`src/rtl/load_store_unit_if.sv`:
```
// Request/response handshake plus word-wide data-memory port of the load/store unit.
// The slave modport is the unit; the master modport is the pipeline-and-memory side.
interface load_store_unit_if;
    logic        req_valid_i;
    logic        req_ready_o;
    logic        req_write_i;
    logic [1:0]  req_size_i;
    logic        req_unsigned_i;
    logic [31:0] req_addr_i;
    logic [31:0] req_wdata_i;
    logic        rsp_valid_o;
    logic        rsp_ready_i;
    logic [31:0] rsp_rdata_o;
    logic        rsp_err_o;
    logic [31:0] mem_addr_o;
    logic [31:0] mem_data_o;
    logic        mem_MemRead_o;
    logic        mem_MemWrite_o;
    logic [31:0] mem_data_i;

    modport slave (
        input  req_valid_i, req_write_i, req_size_i, req_unsigned_i, req_addr_i, req_wdata_i,
        output req_ready_o,
        output rsp_valid_o, rsp_rdata_o, rsp_err_o,
        input  rsp_ready_i,
        output mem_addr_o, mem_data_o, mem_MemRead_o, mem_MemWrite_o,
        input  mem_data_i
    );

    modport master (
        output req_valid_i, req_write_i, req_size_i, req_unsigned_i, req_addr_i, req_wdata_i,
        input  req_ready_o,
        input  rsp_valid_o, rsp_rdata_o, rsp_err_o,
        output rsp_ready_i,
        input  mem_addr_o, mem_data_o, mem_MemRead_o, mem_MemWrite_o,
        output mem_data_i
    );
endinterface

```
`src/rtl/load_store_unit.sv`:
```
// Single-outstanding load/store unit: byte/half/word access to a word-wide memory, sub-word stores by RMW.
// Latency accept->rsp: error 1, load 2, word store 2, sub-word store 3; one request in flight, rsp held until accepted.
module load_store_unit #(
    parameter int MEM_BYTES = 32
) (
    input  logic                    clk_i,
    input  logic                    rst_i,
    load_store_unit_if.slave        bus
);
    typedef enum logic [1:0] {IDLE, RD, WR, RSP} state_t;

    localparam logic [31:0] LAST_WORD = 32'(MEM_BYTES - 4);

    state_t      state_q, state_d;
    logic        wr_q, uns_q, err_q;
    logic [1:0]  size_q;
    logic [31:0] addr_q, wdata_q, word_q, rdata_q;
    logic        accept, rsp_done, req_bad;
    logic [31:0] load_val, store_word, lane_sh, mask, ins;

    assign accept   = bus.req_valid_i && (state_q == IDLE);
    assign rsp_done = (state_q == RSP) && bus.rsp_ready_i;

    // Error decision is made on the live request so the error path skips memory entirely.
    assign req_bad = (bus.req_size_i == 2'b11)
                  || (bus.req_size_i == 2'b01 && bus.req_addr_i[0])
                  || (bus.req_size_i == 2'b10 && bus.req_addr_i[1:0] != 2'b00)
                  || ({bus.req_addr_i[31:2], 2'b00} > LAST_WORD);

    always_ff @(posedge clk_i or negedge rst_i) begin
        if (!rst_i) state_q <= IDLE;
        else        state_q <= state_d;
    end

    always_comb begin
        state_d = state_q;
        case (state_q)
            IDLE: if (accept) begin
                if (req_bad)                     state_d = RSP;
                else if (!bus.req_write_i)       state_d = RD;
                else if (bus.req_size_i == 2'b10) state_d = WR;
                else                             state_d = RD;
            end
            RD:      state_d = wr_q ? WR : RSP;
            WR:      state_d = RSP;
            RSP:     if (rsp_done) state_d = IDLE;
            default: state_d = IDLE;
        endcase
    end

    // Load extraction and store merge both work on byte lanes selected by the latched address.
    always_comb begin
        load_val = bus.mem_data_i;
        lane_sh  = '0;
        mask     = 32'hFFFF_FFFF;
        ins      = wdata_q;
        case (size_q)
            2'b00: begin
                lane_sh  = bus.mem_data_i >> {addr_q[1:0], 3'b000};
                load_val = uns_q ? {24'h0, lane_sh[7:0]} : {{24{lane_sh[7]}}, lane_sh[7:0]};
                mask     = 32'h0000_00FF << {addr_q[1:0], 3'b000};
                ins      = {4{wdata_q[7:0]}};
            end
            2'b01: begin
                lane_sh  = bus.mem_data_i >> {addr_q[1], 4'b0000};
                load_val = uns_q ? {16'h0, lane_sh[15:0]} : {{16{lane_sh[15]}}, lane_sh[15:0]};
                mask     = 32'h0000_FFFF << {addr_q[1], 4'b0000};
                ins      = {2{wdata_q[15:0]}};
            end
            default: ;
        endcase
        store_word = (word_q & ~mask) | (ins & mask);
    end

    always_ff @(posedge clk_i or negedge rst_i) begin
        if (!rst_i) begin
            wr_q    <= 1'b0;
            uns_q   <= 1'b0;
            size_q  <= 2'b00;
            addr_q  <= '0;
            wdata_q <= '0;
            word_q  <= '0;
            rdata_q <= '0;
            err_q   <= 1'b0;
        end else begin
            case (state_q)
                IDLE: if (accept) begin
                    wr_q    <= bus.req_write_i;
                    uns_q   <= bus.req_unsigned_i;
                    size_q  <= bus.req_size_i;
                    addr_q  <= bus.req_addr_i;
                    wdata_q <= bus.req_wdata_i;
                    err_q   <= req_bad;
                    rdata_q <= '0;
                end
                RD: begin
                    word_q <= bus.mem_data_i;
                    if (!wr_q) rdata_q <= load_val;
                end
                RSP: if (rsp_done) begin
                    rdata_q <= '0;
                    err_q   <= 1'b0;
                end
                default: ;
            endcase
        end
    end

    assign bus.req_ready_o    = (state_q == IDLE);
    assign bus.rsp_valid_o    = (state_q == RSP);
    assign bus.rsp_rdata_o    = rdata_q;
    assign bus.rsp_err_o      = err_q;
    assign bus.mem_addr_o     = {addr_q[31:2], 2'b00};
    assign bus.mem_MemRead_o  = (state_q == RD);
    assign bus.mem_MemWrite_o = (state_q == WR);
    assign bus.mem_data_o     = (state_q == WR) ? ((size_q == 2'b10) ? wdata_q : store_word) : 32'h0;
endmodule

```
`src/flat_wrapper.sv`:
```
// flat-port wrapper written by rule: the top's interface ports become plain ports
module load_store_unit_flat 
#(
    parameter int MEM_BYTES = 32
)
  (clk_i, rst_i, bus_req_valid_i, bus_req_write_i, bus_req_size_i, bus_req_unsigned_i, bus_req_addr_i, bus_req_wdata_i, bus_req_ready_o, bus_rsp_valid_o, bus_rsp_rdata_o, bus_rsp_err_o, bus_rsp_ready_i, bus_mem_addr_o, bus_mem_data_o, bus_mem_MemRead_o, bus_mem_MemWrite_o, bus_mem_data_i);
  load_store_unit_if bus_i ();
  input  logic clk_i;
  input  logic rst_i;
  input wire logic [$bits(bus_i.req_valid_i)-1:0] bus_req_valid_i;
  input wire logic [$bits(bus_i.req_write_i)-1:0] bus_req_write_i;
  input wire logic [$bits(bus_i.req_size_i)-1:0] bus_req_size_i;
  input wire logic [$bits(bus_i.req_unsigned_i)-1:0] bus_req_unsigned_i;
  input wire logic [$bits(bus_i.req_addr_i)-1:0] bus_req_addr_i;
  input wire logic [$bits(bus_i.req_wdata_i)-1:0] bus_req_wdata_i;
  output wire logic [$bits(bus_i.req_ready_o)-1:0] bus_req_ready_o;
  output wire logic [$bits(bus_i.rsp_valid_o)-1:0] bus_rsp_valid_o;
  output wire logic [$bits(bus_i.rsp_rdata_o)-1:0] bus_rsp_rdata_o;
  output wire logic [$bits(bus_i.rsp_err_o)-1:0] bus_rsp_err_o;
  input wire logic [$bits(bus_i.rsp_ready_i)-1:0] bus_rsp_ready_i;
  output wire logic [$bits(bus_i.mem_addr_o)-1:0] bus_mem_addr_o;
  output wire logic [$bits(bus_i.mem_data_o)-1:0] bus_mem_data_o;
  output wire logic [$bits(bus_i.mem_MemRead_o)-1:0] bus_mem_MemRead_o;
  output wire logic [$bits(bus_i.mem_MemWrite_o)-1:0] bus_mem_MemWrite_o;
  input wire logic [$bits(bus_i.mem_data_i)-1:0] bus_mem_data_i;
  assign bus_i.req_valid_i = bus_req_valid_i;
  assign bus_i.req_write_i = bus_req_write_i;
  assign bus_i.req_size_i = bus_req_size_i;
  assign bus_i.req_unsigned_i = bus_req_unsigned_i;
  assign bus_i.req_addr_i = bus_req_addr_i;
  assign bus_i.req_wdata_i = bus_req_wdata_i;
  assign bus_req_ready_o = bus_i.req_ready_o;
  assign bus_rsp_valid_o = bus_i.rsp_valid_o;
  assign bus_rsp_rdata_o = bus_i.rsp_rdata_o;
  assign bus_rsp_err_o = bus_i.rsp_err_o;
  assign bus_i.rsp_ready_i = bus_rsp_ready_i;
  assign bus_mem_addr_o = bus_i.mem_addr_o;
  assign bus_mem_data_o = bus_i.mem_data_o;
  assign bus_mem_MemRead_o = bus_i.mem_MemRead_o;
  assign bus_mem_MemWrite_o = bus_i.mem_MemWrite_o;
  assign bus_i.mem_data_i = bus_mem_data_i;
  load_store_unit #(.MEM_BYTES(MEM_BYTES)) u_core (.clk_i(clk_i), .rst_i(rst_i), .bus(bus_i));
endmodule
```
`config.mk`:
```
export PLATFORM = sky130hd
export DESIGN_NAME = load_store_unit_flat
export DESIGN_NICKNAME = d
export VERILOG_FILES = /design/src/rtl/load_store_unit_if.sv /design/src/rtl/load_store_unit.sv /design/src/flat_wrapper.sv
export SDC_FILE = /design/constraint.sdc
export NUM_CORES = 1
export LEC_CHECK = 0
export BUFFER_PORTS_ARGS = -buffer_cell sky130_fd_sc_hd__buf_4
export CELL_PAD_IN_SITES_DETAIL_PLACEMENT = 1
export CELL_PAD_IN_SITES_GLOBAL_PLACEMENT = 1
export CORE_ASPECT_RATIO = 2
export CORE_UTILIZATION = 30
export CTS_BUF_LIST = sky130_fd_sc_hd__clkbuf_16
export DETAILED_ROUTE_END_ITERATION = 8
export PLACE_DENSITY = 0.62
export SLEW_MARGIN = 20
export SYNTH_ARGS = -nofsm -noshare
export SYNTH_HDL_FRONTEND = slang
export SYNTH_SLANG_ARGS = --single-unit
```
`constraint.sdc`:
```
create_clock -name clk_i -period 2.2 [get_ports clk_i]
set_clock_uncertainty 0.05 [all_clocks]
set_input_delay 0.44 -clock clk_i [delete_from_list [all_inputs] [get_ports clk_i]]
set_output_delay 0.44 -clock clk_i [all_outputs]
set_load 0.01 [all_outputs]
```
; Word level (Yosys, flattened, before mapping)
; Index checks and enable logic that the tools add are counted.
[totals]
wordCells = 66
input_bits = 104
reg_bits = 135
out_inout_bits = 101
[classes]
muxes = 21
n_shift = 4
bitwise = 4
reduce_logical = 16
eq_ne = 11
order_cmp = 1
[ops]
columns = cell, n
row1 = $mux W32, 7
row2 = $pmux W32 S2, 3
row3 = $pmux W32 S3, 1
row4 = $and A32 B32 Y32, 2
row5 = $gt A32 B5 Y1 const B, 1
row6 = $not A32 Y32, 1
row7 = $or A32 B32 Y32, 1
row8 = $shl A16 B5 Y32 const A, 1
row9 = $shl A8 B5 Y32 const A, 1
row10 = $shr A32 B5 Y16, 1
row11 = $shr A32 B5 Y8, 1
row12 = $eq A2 B2 Y1 const B, 5
row13 = $mux W2, 5
row14 = $pmux W2 S4, 1
row15 = $eq A2 B1 Y1 const B, 3
row16 = $logic_and A1 B1 Y1, 4
row17 = $logic_not A2 Y1, 2
row18 = $ne A2 B1 Y1 const B, 2
row19 = $reduce_and A2 Y1, 2
row20 = $reduce_and A4 Y1, 1
row21 = $reduce_bool A2 Y1, 2
row22 = $logic_or A1 B1 Y1, 3
row23 = $mux W1, 3
row24 = $reduce_and A3 Y1, 1
row25 = 3 further kinds, 3

; Logic depth before layout (Yosys ltp)
[depth]
word_depth = 8
depth_mapped = 9
ltp_nobuf = 6

; Worst setup path before layout
; OpenSTA, ideal clock, no wires.
[synth_path]
kind = reg-to-output
start = register u_core.state_q[0]
end = output port bus_mem_data_o[22]
stages_incl_launch_ff = 6
t_arrival_ns = 1.592
slack_ns = 0.118
path_buffers = 1
t_required_ns = 1.710
cell_sequence = dfrtp_1 -> inv_1 -> ha_1 -> clkinv_1 -> clkbuf_1 -> a311oi_1
[synth_via]
elab_chain_cells = 2
[synth_lines]
columns = element, line
row1 = start: declaration, load_store_unit.sv:14  ; state_t state_q, state_d;
row2 = start signal: assignment, load_store_unit.sv:32  ; else state_q <= state_d;
row3 = $eq A2 B2 Y1, n/a
row4 = net bus_mem_MemWrite_o, flat_wrapper.sv:24  ; output wire logic [$bits(bus_i.mem_MemWrite_o)-1:0] bus_mem_MemWrite_o;
row5 = $mux W32, load_store_unit.sv:116  ; assign bus.mem_data_o = (state_q == WR) ? ((size_q == 2'b10) ? wdata_q : store_word) : 32'h0;
row6 = end: declaration, flat_wrapper.sv:22  ; output wire logic [$bits(bus_i.mem_data_o)-1:0] bus_mem_data_o;
; The timed path passes the listed nets, and every way through them passes these cells.

; Final worst setup path
[layout_path]
start = register u_core.size_q[0]
end = output port bus_mem_data_o[13]
[layout_via]
elab_chain_cells = 7
elab_cells_between_ends = 11
cone_classes = eq/ne: 2 / mux: 4 / bitwise: 4 / reduce/logical: 1
[layout_lines]
columns = element, line
row1 = start: declaration, load_store_unit.sv:16  ; logic [1:0] size_q;
row2 = start signal: assignment, load_store_unit.sv:90  ; size_q <= bus.req_size_i;
row3 = $eq A2 B1 Y1 or $logic_not A2 Y1 (tied branches), load_store_unit.sv:57  ; case (size_q)
row4 = $pmux W32 S2, load_store_unit.sv:57
row5 = $not A32 Y32, load_store_unit.sv:72  ; store_word = (word_q & ~mask) | (ins & mask);
row6 = $and A32 B32 Y32, load_store_unit.sv:72
row7 = $or A32 B32 Y32, load_store_unit.sv:72
row8 = $mux W32 * (2 in a row), load_store_unit.sv:116
; Every way passes the cells marked *; elsewhere a longest branch is shown, timed or not.

==> run metrics <==
input/output buffers 202; cells on worst reg2reg path 8; std cell rows 78; largest net degree at the start of global routing 59; leading cell type by number of instances after synthesis dfrtp_1; per-cell routed wire length 23.56 um; Inserted Clock Buffers 17; I/O pin count 205; crit end category output pin; P_int 10.00 mW; maximum vdd drop 0.7220 mV; net switching share of the total power 0.3985; fraction of final layout cells with drive strength greater than 1 0.5851; met2 layer wire length in the routed design 14450 um; die outline area 23910 um2; cell at the root of the clock tree clkbuf_16; mean instance size in the synthesized netlist 11.91 um2; number of buffers on the longest clock path 2; share of flip-flops with an asynchronous set or reset 1.000; Worst Hold Path Cells 2; hold_ws 0.1815 ns; number of maximum-capacitance violations 0; Die Span Y 217.7 um; Area growth syn-to-layout 44.04%; initial antenna violation count 2; drc violations 0; Req. time, crit path 1.71 ns; reg-to-reg setup timing slack 0.08 ns; total of endpoints with negative setup slack in the final report 32; type of the tightest min-delay check primary input to flip-flop; part of the total power dissipated in combinational logic 0.534; total congestion overflow 0; r2r startpoint u_core.state_q[0]; Main synth FF type dfrtp_1; cell area after placement 8741 um2; count of antenna-violating nets left after detailed routing 0; proportion of synthesized chip area in sequential cells 0.4841; final worst slack -0.2372 ns; count of unique library cells instantiated by Yosys 55; clock-pin slew of the registers on the worst-case setup and hold paths 0.06 ns; final cell utilization of the core 0.4420; TritonCTS clock tree done; DR vias 5814; wire length reported by the detailed router 25610 um; setup TNS after final layout -4.098 ns; count of pins over their slew limit 0; Max Clock Freq 410.3 MHz; via count of the first global-routing pass 6549; status complete, but fails checks; synthesized cell area 6978 um2; startpoint of the worst hold path bus_req_wdata_i[18]; met3 wire length 1194 um; first-pass GRT wire length 38650 um; crit-path max FO 7; period utilization 1.108; clock latency reported for the late side of the worst-skew pair 0.43 ns; weighted congestion at the end of routability-driven global placement 0.8918; Post-layout nets 901; synthesis-stage register bit count 135; starting density of the core 0.3069; worst setup path category flip-flop to output pin; cells taking the most area after synthesis dfrtp_1 48%, mux2_2 17%, buf_4 4.0%; relative slew slack 0.6561; Worst Max-Slew Pin Slew 0.5146 ns; Synthesis Warnings 0; count of flip-flops with a built-in enable after synthesis 0; Finished Cell Area 10050 um2; DRC violation total after the first TritonRoute iteration 222; unrepaired setup endpoints after global routing true; worst min-delay path endpoint u_core.wdata_q[18]; Die Width 109.8 um; top routing layer used met4; Worst Path Arrival 1.95 ns; RR Endpoint u_core.bus.rsp_rdata_o[7]; number of vias per cell after detailed routing 5.349; Synth area leader dfrtp_1; post-detail-place hpwl 19700 um; filler cell count in the final layout 2396; number of failing hold endpoints at the final stage 0; final period demand of the worst path 2.437 ns; H-tree depth 4; Overall Global Routing Usage 0.2243; share of power burned in the clock network 0.170; clock net sink count 135; top cell types by occurrence after synthesis 135 x dfrtp_1, 103 x mux2_2, 37 x buf_4; sequential cell fraction of total power 0.296; Switching Power 6.627 mW; Post-Syn Instances 586; Post-Route M1 WL 8616 um; Pleak 4.520 nW; Pre-Repair DR Iteration Count 4; core area 22740 um2; total power density per cell area 1655 nW/um2; area fraction of the dominant cell type after synthesis 0.4841; Setup crit start kind flip-flop; violations in the final reports negative setup slack
cells in the final DEF (no fill, tap or decap), types with 13 or more instances in the layout:
master       n
mux2_2     103
nand2_1     23
nor2_1      27
a221o_1     23
dfrtp_1    132
clkbuf_16   18
buf_6       18
buf_4      225
buf_12      13
mux2i_1     16
a21oi_1     16
power groups by stage:
stage	combinational, mW	sequential [mW]	clock, mW
3_5_place_dp	7.49	4.83	0
6_report	8.87	4.92	2.83
2_1_floorplan	4.80	4.45	0
3_3_place_gp	7.29	4.78	0
5_1_grt	9.50	5.07	3.02
4_1_cts	8.36	4.85	2.91
repair_timing:
action	in CTS	in global routing
gates resized for setup	70	51
hold buffers	1	0
endpoints found under the setup margin	34	64
hold endpoints to repair	31	0
cloned	0	1
setup buffers	15	10
pin swaps	20	21
area by class of cell:
type	count	area [um2]	area share
Sequential cell	135	3382	0.3365
Multi-Input combinational cell	374	3510	0.3492
Clock inverter	14	151.4	0.01506
Tap cell	280	350.3	0.03486
Clock buffer	17	425.4	0.04233
Antenna cell	2	5.005	0.0004979
Inverter	7	40.04	0.003984
Timing Repair Buffer	258	2187	0.2176
critical path: stages (launching register included):
cell and delay, ns:
dfrtp_1 0.41, buf_6 0.16, o21ba_4 0.22, o21ai_2 0.14, buf_6 0.16, o22ai_1 0.08, a21oi_1 0.19, buf_4 0.15
sequential cells by signal, indices dropped and copies added (netlist names):
signal / count
u_core.size_q: 2
u_core.wr_q: 1
u_core.state_q: 2
u_core.wdata_q: 32
u_core.addr_q: 32
u_core.bus.rsp_err_o: 1
u_core.bus.rsp_rdata_o: 32
u_core.word_q: 32
u_core.uns_q: 1
per-layer routing:
layer | vias to the layer above | track usage
met5 | - | 0
met4 | 0 | 0.1364
met3 | 57 | 0.05439
met2 | 201 | 0.4044
met1 | 2971 | 0.2248
li1 | 2585 | -
cell families after synthesis:
kind of cell / count (synthesis) / share of synthesized area
AO/OA/AOI/OAI: 128 / 0.1399
other: 1 / 0.0005374
multiplexers: 128 / 0.2152
flip-flops: 135 / 0.4841
buffers and inverters: 78 / 0.06832
AND/OR/NAND/NOR: 112 / 0.08481
adder cells (fa/ha/maj): 4 / 0.007173
worst max path at each step:
stage	from	to	slack, ns	cells after the start
CTS	u_core.size_q[0]	bus_mem_data_o[7]	-0.21	7
floorplan	u_core.state_q[0]	bus_mem_data_o[22]	0.12	5
detailed placement	u_core.state_q[1]	u_core.bus.rsp_rdata_o[5]	0.009	7
global route	u_core.size_q[0]	bus_mem_data_o[11]	-0.30	7
global placement	u_core.addr_q[1]	bus_mem_data_o[9]	0.09	7
finish	u_core.size_q[0]	bus_mem_data_o[13]	-0.24	7
through the flow:
step / instances / worst slack (ns) / total power, mW
3_3_place_gp: 1029 / 0.08594 / 12.06
4_1_cts: 1076 / -0.2105 / 16.12
2_1_floorplan: 587 / 0.1184 / 9.251
6_report: 1087 / -0.2372 / 16.63
5_1_grt: 1087 / -0.3036 / 17.59
3_5_place_dp: 1029 / 0.009335 / 12.32
No activity file was read; power rests on OpenSTA's default activity.
